## src/rtl/auth_pkg.sv

```systemverilog
// Shared types and constants for the rider-authentication / power-enable controller.
package auth_pkg;

   // Controller states; the unused encodings are caught by the FSM default branch.
   typedef enum logic [2:0] {
      S_OFF     = 3'd0,
      S_KEY     = 3'd1,
      S_LOCKOUT = 3'd2,
      S_PWR     = 3'd3,
      S_PARK    = 3'd4
   } state_t;

   // Default command bytes received over the Bluetooth UART.
   localparam logic [7:0] STOP_CMD_DEF   = 8'h73;   // 's'
   localparam logic [7:0] RESUME_CMD_DEF = 8'h67;   // 'g'

   // Larger of two unsigned values, used to size the shared timer.
   function automatic int unsigned max_u(input int unsigned a, input int unsigned b);
      if (a > b) begin
         max_u = a;
      end else begin
         max_u = b;
      end
   endfunction

endpackage

```

## src/rtl/uart_rx.sv

```systemverilog
// 8N1 UART receiver: double-flop synchroniser, mid-bit sampling, rdy held until clr_rdy.
module uart_rx #(
   parameter int unsigned BAUD_DIV = 2604
) (
   input  logic       clk,
   input  logic       rst_n,
   input  logic       RX,
   input  logic       clr_rdy,
   output logic [7:0] rx_data,
   output logic       rdy
);

   localparam int unsigned CNT_W = $clog2(BAUD_DIV);
   localparam int unsigned HALF  = BAUD_DIV / 2;

   logic             rx_meta_q;
   logic             rx_sync_q;
   logic             busy_q;
   logic [CNT_W-1:0] cnt_q;
   logic [3:0]       bit_q;
   logic [9:0]       shift_q;
   logic [7:0]       data_q;
   logic             rdy_q;

   // Synchronise RX, detect the start bit and sample start, data and stop bits mid-bit.
   always_ff @(posedge clk or negedge rst_n) begin
      if (!rst_n) begin
         rx_meta_q <= 1'b1;
         rx_sync_q <= 1'b1;
         busy_q    <= 1'b0;
         cnt_q     <= '0;
         bit_q     <= 4'd0;
         shift_q   <= 10'd0;
         data_q    <= 8'd0;
         rdy_q     <= 1'b0;
      end else begin
         rx_meta_q <= RX;
         rx_sync_q <= rx_meta_q;
         if (!busy_q) begin
            if (!rx_sync_q) begin
               busy_q <= 1'b1;
               cnt_q  <= CNT_W'(HALF - 1);
               bit_q  <= 4'd0;
            end
         end else if (cnt_q == '0) begin
            cnt_q   <= CNT_W'(BAUD_DIV - 1);
            shift_q <= {rx_sync_q, shift_q[9:1]};
            if (bit_q == 4'd9) begin
               // Stop-bit slot: the nine earlier samples hold {d7..d0, start}.
               busy_q <= 1'b0;
               data_q <= shift_q[9:2];
            end else begin
               bit_q <= bit_q + 4'd1;
            end
         end else begin
            cnt_q <= cnt_q - CNT_W'(1);
         end
         // A freshly completed byte takes precedence over a pending clear.
         if (busy_q && (cnt_q == '0) && (bit_q == 4'd9)) begin
            rdy_q <= 1'b1;
         end else if (clr_rdy) begin
            rdy_q <= 1'b0;
         end
      end
   end

   assign rx_data = data_q;
   assign rdy     = rdy_q;

endmodule

```

## src/rtl/auth_pwr_ctrl.sv

```systemverilog
// Rider authentication and power-enable controller: multi-byte unlock key with per-byte
// timeout, failed-attempt lockout, and debounced rider-off power-down while parked.
module auth_pwr_ctrl import auth_pkg::*; #(
   parameter int unsigned              KEY_LEN      = 2,
   parameter logic [8*KEY_LEN-1:0]     KEY          = 16'h4B21,
   parameter logic [7:0]               STOP_CMD     = STOP_CMD_DEF,
   parameter logic [7:0]               RESUME_CMD   = RESUME_CMD_DEF,
   parameter int unsigned              IDLE_TMO_CYC = 50_000_000,
   parameter int unsigned              OFF_DLY_CYC  = 25_000_000,
   parameter int unsigned              MAX_FAIL     = 3,
   parameter int unsigned              LOCK_CYC     = 500_000_000,
   parameter int unsigned              BAUD_DIV     = 2604
) (
   input  logic clk,
   input  logic rst_n,
   input  logic RX,
   input  logic rider_off,
   output logic pwr_up,
   output logic locked,
   output logic auth_err
);

   localparam int unsigned TMR_W  = $clog2(max_u(IDLE_TMO_CYC, max_u(OFF_DLY_CYC, LOCK_CYC)));
   localparam int unsigned IDX_W  = $clog2(KEY_LEN) + 1;
   localparam int unsigned FAIL_W = $clog2(MAX_FAIL + 1);

   state_t             state_q, state_d;
   logic [TMR_W-1:0]   timer_q, timer_d;
   logic [IDX_W-1:0]   idx_q, idx_d;
   logic [FAIL_W-1:0]  fail_q, fail_d;
   logic               auth_err_q;
   logic               fail_s;
   logic               rx_rdy_s;
   logic               clr_rdy_s;
   logic [7:0]         rx_data_s;

   // Key byte i, first byte sent taken from the most significant end of KEY.
   function automatic logic [7:0] key_byte(input logic [IDX_W-1:0] i);
      key_byte = 8'h00;
      for (int b = 0; b < int'(KEY_LEN); b++) begin
         if (i == IDX_W'(b)) begin
            key_byte = KEY[8*(int'(KEY_LEN)-1-b) +: 8];
         end else begin
            key_byte = key_byte;
         end
      end
   endfunction

   uart_rx #(
      .BAUD_DIV (BAUD_DIV)
   ) u_uart_rx (
      .clk     (clk),
      .rst_n   (rst_n),
      .RX      (RX),
      .clr_rdy (clr_rdy_s),
      .rx_data (rx_data_s),
      .rdy     (rx_rdy_s)
   );

   // Every byte is consumed in the cycle it is presented, whatever the state does with it.
   assign clr_rdy_s = rx_rdy_s;

   // State register, shared timer, key index, failure counter and the failure pulse.
   always_ff @(posedge clk or negedge rst_n) begin
      if (!rst_n) begin
         state_q    <= S_OFF;
         timer_q    <= '0;
         idx_q      <= '0;
         fail_q     <= '0;
         auth_err_q <= 1'b0;
      end else begin
         state_q    <= state_d;
         timer_q    <= timer_d;
         idx_q      <= idx_d;
         fail_q     <= fail_d;
         auth_err_q <= fail_s;
      end
   end

   // Next-state, counter and failure-event decode.
   always_comb begin
      state_d = state_q;
      timer_d = timer_q;
      idx_d   = idx_q;
      fail_d  = fail_q;
      fail_s  = 1'b0;

      case (state_q)
         S_OFF: begin
            timer_d = '0;
            idx_d   = '0;
            if (rx_rdy_s && !rider_off) begin
               if (rx_data_s == key_byte(IDX_W'(0))) begin
                  if (KEY_LEN == 1) begin
                     state_d = S_PWR;
                     fail_d  = '0;
                  end else begin
                     state_d = S_KEY;
                     idx_d   = IDX_W'(1);
                  end
               end else begin
                  fail_s = 1'b1;
               end
            end else begin
               // Bytes arriving with nobody on board are discarded without penalty.
               state_d = S_OFF;
            end
         end

         S_KEY: begin
            if (rider_off) begin
               state_d = S_OFF;
               idx_d   = '0;
            end else if (rx_rdy_s) begin
               if (rx_data_s == key_byte(idx_q)) begin
                  if (idx_q == IDX_W'(KEY_LEN - 1)) begin
                     state_d = S_PWR;
                     idx_d   = '0;
                     fail_d  = '0;
                  end else begin
                     idx_d   = idx_q + IDX_W'(1);
                     timer_d = '0;
                  end
               end else begin
                  fail_s = 1'b1;
               end
            end else if (timer_q == TMR_W'(IDLE_TMO_CYC - 1)) begin
               fail_s = 1'b1;
            end else begin
               timer_d = timer_q + TMR_W'(1);
            end
         end

         S_LOCKOUT: begin
            if (timer_q == TMR_W'(LOCK_CYC - 1)) begin
               state_d = S_OFF;
               fail_d  = '0;
            end else begin
               timer_d = timer_q + TMR_W'(1);
            end
         end

         S_PWR: begin
            if (rx_rdy_s && (rx_data_s == STOP_CMD)) begin
               if (rider_off) begin
                  state_d = S_OFF;
               end else begin
                  state_d = S_PARK;
               end
            end else begin
               state_d = S_PWR;
            end
         end

         S_PARK: begin
            // Resume is checked first so it beats a simultaneous rider-off expiry.
            if (rx_rdy_s && (rx_data_s == RESUME_CMD)) begin
               state_d = S_PWR;
            end else if (rider_off) begin
               if (timer_q == TMR_W'(OFF_DLY_CYC - 1)) begin
                  state_d = S_OFF;
               end else begin
                  timer_d = timer_q + TMR_W'(1);
               end
            end else begin
               timer_d = '0;
            end
         end

         default: begin
            state_d = S_OFF;
            timer_d = '0;
            idx_d   = '0;
         end
      endcase

      // A failure abandons any key in progress; reaching MAX_FAIL attempts locks out.
      if (fail_s) begin
         idx_d = '0;
         if (fail_q != {FAIL_W{1'b1}}) begin
            fail_d = fail_q + FAIL_W'(1);
         end else begin
            fail_d = fail_q;
         end
         if (fail_q >= FAIL_W'(MAX_FAIL - 1)) begin
            state_d = S_LOCKOUT;
         end else begin
            state_d = S_OFF;
         end
      end else begin
         fail_d = fail_d;
      end

      timer_d = (state_d != state_q) ? '0 : timer_d;
   end

   assign pwr_up   = (state_q == S_PWR) || (state_q == S_PARK);
   assign locked   = (state_q == S_LOCKOUT);
   assign auth_err = auth_err_q;

endmodule

```

## config.mk

```make
export PLATFORM = sky130hd
export DESIGN_NAME = auth_pwr_ctrl
export DESIGN_NICKNAME = d
export VERILOG_FILES = /design/src/rtl/auth_pkg.sv /design/src/rtl/uart_rx.sv /design/src/rtl/auth_pwr_ctrl.sv
export SDC_FILE = /design/constraint.sdc
export NUM_CORES = 1
export LEC_CHECK = 0
export CELL_PAD_IN_SITES_DETAIL_PLACEMENT = 1
export CELL_PAD_IN_SITES_GLOBAL_PLACEMENT = 2
export CORE_MARGIN = 5
export CORE_UTILIZATION = 36
export DETAILED_ROUTE_END_ITERATION = 8
export PLACE_DENSITY = 0.8
export SETUP_SLACK_MARGIN = 0.2
export SLEW_MARGIN = 5
export SYNTH_ARGS = -nofsm -noshare
export SYNTH_HDL_FRONTEND = slang
export SYNTH_SLANG_ARGS = --single-unit
```

## constraint.sdc

```tcl
create_clock -name clk -period 3.1 [get_ports clk]
set_clock_uncertainty 0.05 [all_clocks]
set_input_delay 0.465 -clock clk [delete_from_list [all_inputs] [get_ports clk]]
set_output_delay 0.465 -clock clk [all_outputs]
set_load 0.02 [all_outputs]
```

==> results.md <==
- Routed vias/inst: 6.129
- Initial Utilization: 36.89%
- WS Path Type: register to register
- Clk root buf: clkbuf_16
- DP Worst Slack: -0.2573 ns
- Synth cell count leaders: dfrtp_1, nand2_1, nor2_1
- Final setup viols: 0
- WL per Instance: 21.66 um
- Worst hold slack: 0.2223 ns
- Total track usage: 22.40%
- PwrDens: 401.8 nW/um^2
- Chip width: 124.0 um
- Row cnt: 41
- Yosys top cell area share: 38.01%
- Vias in the first global route: 4888
- Share of flip-flops with an asynchronous set or reset: 100.0%
- GPL Wtd Cong: 0.8355
- Yosys reg bits: 73
- Final hold vios: 0
- WL met1: 6.737 mm
- CP Capture Type: register
- Critical-path top delay cell: or4_4
- RSZ-0062 raised after global routing: yes
- Leakage: 2.436 nW
- CTS tree: done
- Startpoint types: register
- EDFF count, synth: 0
- Hold crit path type: input pin to asynchronous set/reset pin
- First-pass iteration count of the detailed router: 4
- Hold Buf Count CTS: 0
- Worst-skew pair later-pin latency: 0.35 ns
- # H-tree levels: 3
- Clk slew on worst S/H paths: 0.07 ns
- Relative slew margins: 15.95%
- Clock sink total: 73
- DRT antenna net count: 0
- Max clock buf depth: 2
- HPWL Detailed: 9.672 mm
- Die Span Y: 124.0 um
- Largest net degree at the start of global routing: 74
- Actual transition at the worst max-transition pin: 1.245 ns
- Placed cell count: 703
- Final WS setup: 0.06001 ns
- Synth Cell Area: 4674 sq um
- First-pass GRT wire length: 26.48 mm
- Synthesized area per cell: 9.024 sq um
- Ratio of cells with drive above 1 in the final layout: 29.91%
- Core area: 12670 sq um
- Number of I/O port buffers: 6
- Met3 wire length: 911 um
- Initial antenna violation count: 0
- CTS Buf Count: 9
- Worst Path Required: 3.31 ns
- Largest area contributor in the netlist: dfrtp_1
- Sequential area share after synthesis: 39.13%
- Core Util, Final: 47.98%
- FF-to-FF path depth: 8
- Max Fclk: 328.9 MHz
- Worst path max stage delay: 0.60 ns
- Initial drt markers: 296
- Top cell by count, worst path: or4_4
- DR WL met2: 8.044 mm
- Top Metal Used: met4
- Crit share post-route: 98.06%
- Dominant cell by count in the synthesized netlist: dfrtp_1
- Die Area: 15360 sq um
- Synth unique cells: 68
- Peak VDD IR: 0.3116 mV
- Max Slew Vio Count: 0
- Nets@finish: 581
- # DRC: 0
- Final non-filler cell total: 747
- Layout area overhead: 30.06%
- Status: finished, final reports clean
- Max-cap violations: 0
- Synth top area cells: dfrtp_1, nand2_1, mux2_2
- IO Pins: 7
- Crit path DAT: 3.25 ns
- CP cell instances: or4_4 -> or3_4 -> nand2_4 -> a31oi_4 -> or4_4 -> buf_8 -> or4_4 -> a211oi_2
- Max Fanout on Critical Path: 7
- Ant. Diodes: 0
- Post-route minimum period: 3.040 ns
- Setup tns final: 0 ns
- Vias: 4578
- Syn Nets: 529
- Post-Synthesis Cells: 518
- Grt total ovfl: 0
- Drt total wl: 16.18 mm
- Main synth FF type: dfrtp_1
- Ys Warns: 0
[power by group]
part           switching [W]  leakage (nW)  internal [W]
Sequential         0.0000280         0.964      0.000976
Combinational       0.000190          1.32      0.000132
Clock               0.000476         0.149      0.000641
[critical path, delay by kind of cell (launching register included)]
family,cells,cell delay [ns]
simple gates,5,2.07
flops,1,0.38
compound gates,2,0.29
buf+inv,1,0.17
[stage by stage]
| step | cell area [sq um] | power, W |
|---|---|---|
| finish | 6080 | 0.002443 |
| global route | 6080 | 0.002542 |
| CTS | 5943 | 0.002449 |
| detailed placement | 5130 | 0.001299 |
| global placement | 5130 | 0.001287 |
| floorplan | 4693 | 0.001191 |
[per-layer routing]
layer  GRT usage, %  up-vias
met2          37.21      126
met4          10.68        0
met1          28.33     2336
met5              0        -
met3          3.815       42
li1               -     2074
[sequential cells by signal, summed over array words and instances, names as in the netlist]
signal               flops
timer_q                 29
u_uart_rx.busy_q         1
idx_q                    2
state_q                  3
u_uart_rx.cnt_q         12
u_uart_rx.rx_data        8
u_uart_rx.rx_meta_q      1
auth_err                 1
fail_q                   2
u_uart_rx.shift_q        8
u_uart_rx.rx_sync_q      1
u_uart_rx.bit_q          4
u_uart_rx.rdy            1
[area by class of cell]
cell class | count | area [sq um]
Sequential cell | 73 | 1831
Inverter | 19 | 71.32
Fill cell | 1433 | 6591
Clock buffer | 9 | 225.2
Timing Repair Buffer | 72 | 744.5
Multi-Input combinational cell | 395 | 2909
Tap cell | 172 | 215.2
Clock inverter | 7 | 83.83
[cell usage in the layout, fill, tap and decap left out, types with 6 or more instances in the layout]
| cell type | netlist | layout |
|---|---|---|
| ha_1 | 7 | 7 |
| nor3_2 | 10 | 16 |
| o21ai_0 | 27 | 27 |
| buf_6 | 4 | 13 |
| dfrtp_1 | 71 | 70 |
| buf_4 | 1 | 45 |
| a211oi_2 | 5 | 10 |
| nand4_1 | 12 | 12 |
| a21oi_1 | 21 | 20 |
| nor3_1 | 20 | 11 |
| nand4b_1 | 6 | 6 |
| o41ai_1 | 18 | 18 |
| nor4bb_1 | 6 | 6 |
| o31a_1 | 17 | 17 |
| clkbuf_16 | 0 | 9 |
| nand3_1 | 24 | 24 |
| nand2_1 | 46 | 45 |
| mux2_2 | 15 | 15 |
| or4_4 | 2 | 11 |
| and2_1 | 10 | 10 |
| inv_1 | 19 | 19 |
| nor2_1 | 41 | 41 |
[logic make-up (layout without fill, tap and decap cells)]
| family | after synthesis | after routing | share of synthesized area, % |
|---|---|---|---|
| simple gates | 233 | 233 | 28.72 |
| fa+ha+maj | 7 | 7 | 1.874 |
| mux | 16 | 19 | 3.935 |
| buf+inv | 53 | 107 | 5.193 |
| compound gates | 134 | 134 | 20.77 |
| xor+xnor | 2 | 2 | 0.3748 |
| flops | 73 | 73 | 39.13 |
[worst paths after layout]
path,from,endpoint,slack [ns]
worst max register to register,u_uart_rx.rx_data[1]$_DFFE_PN0P_,timer_q[27]$_DFFE_PN0P_,0.06
worst min register to register,u_uart_rx.rx_meta_q$_DFF_PN1_,u_uart_rx.rx_sync_q$_DFF_PN1_,0.31
worst min-delay path,rst_n,timer_q[14]$_DFFE_PN0P_,0.22
worst max-delay path,u_uart_rx.rx_data[1]$_DFFE_PN0P_,timer_q[27]$_DFFE_PN0P_,0.06
min in group clk,u_uart_rx.rx_meta_q$_DFF_PN1_,u_uart_rx.rx_sync_q$_DFF_PN1_,0.31
max in group asynchronous,rst_n,timer_q[23]$_DFFE_PN0P_,2.12
[timing repair]
action,4_1_cts,5_1_grt
pin swaps,16,12
endpoints found under the setup margin,29,32
cloned,7,0
setup buffers,20,1
gates resized for setup,46,27
(Power assumes the default switching activity.)
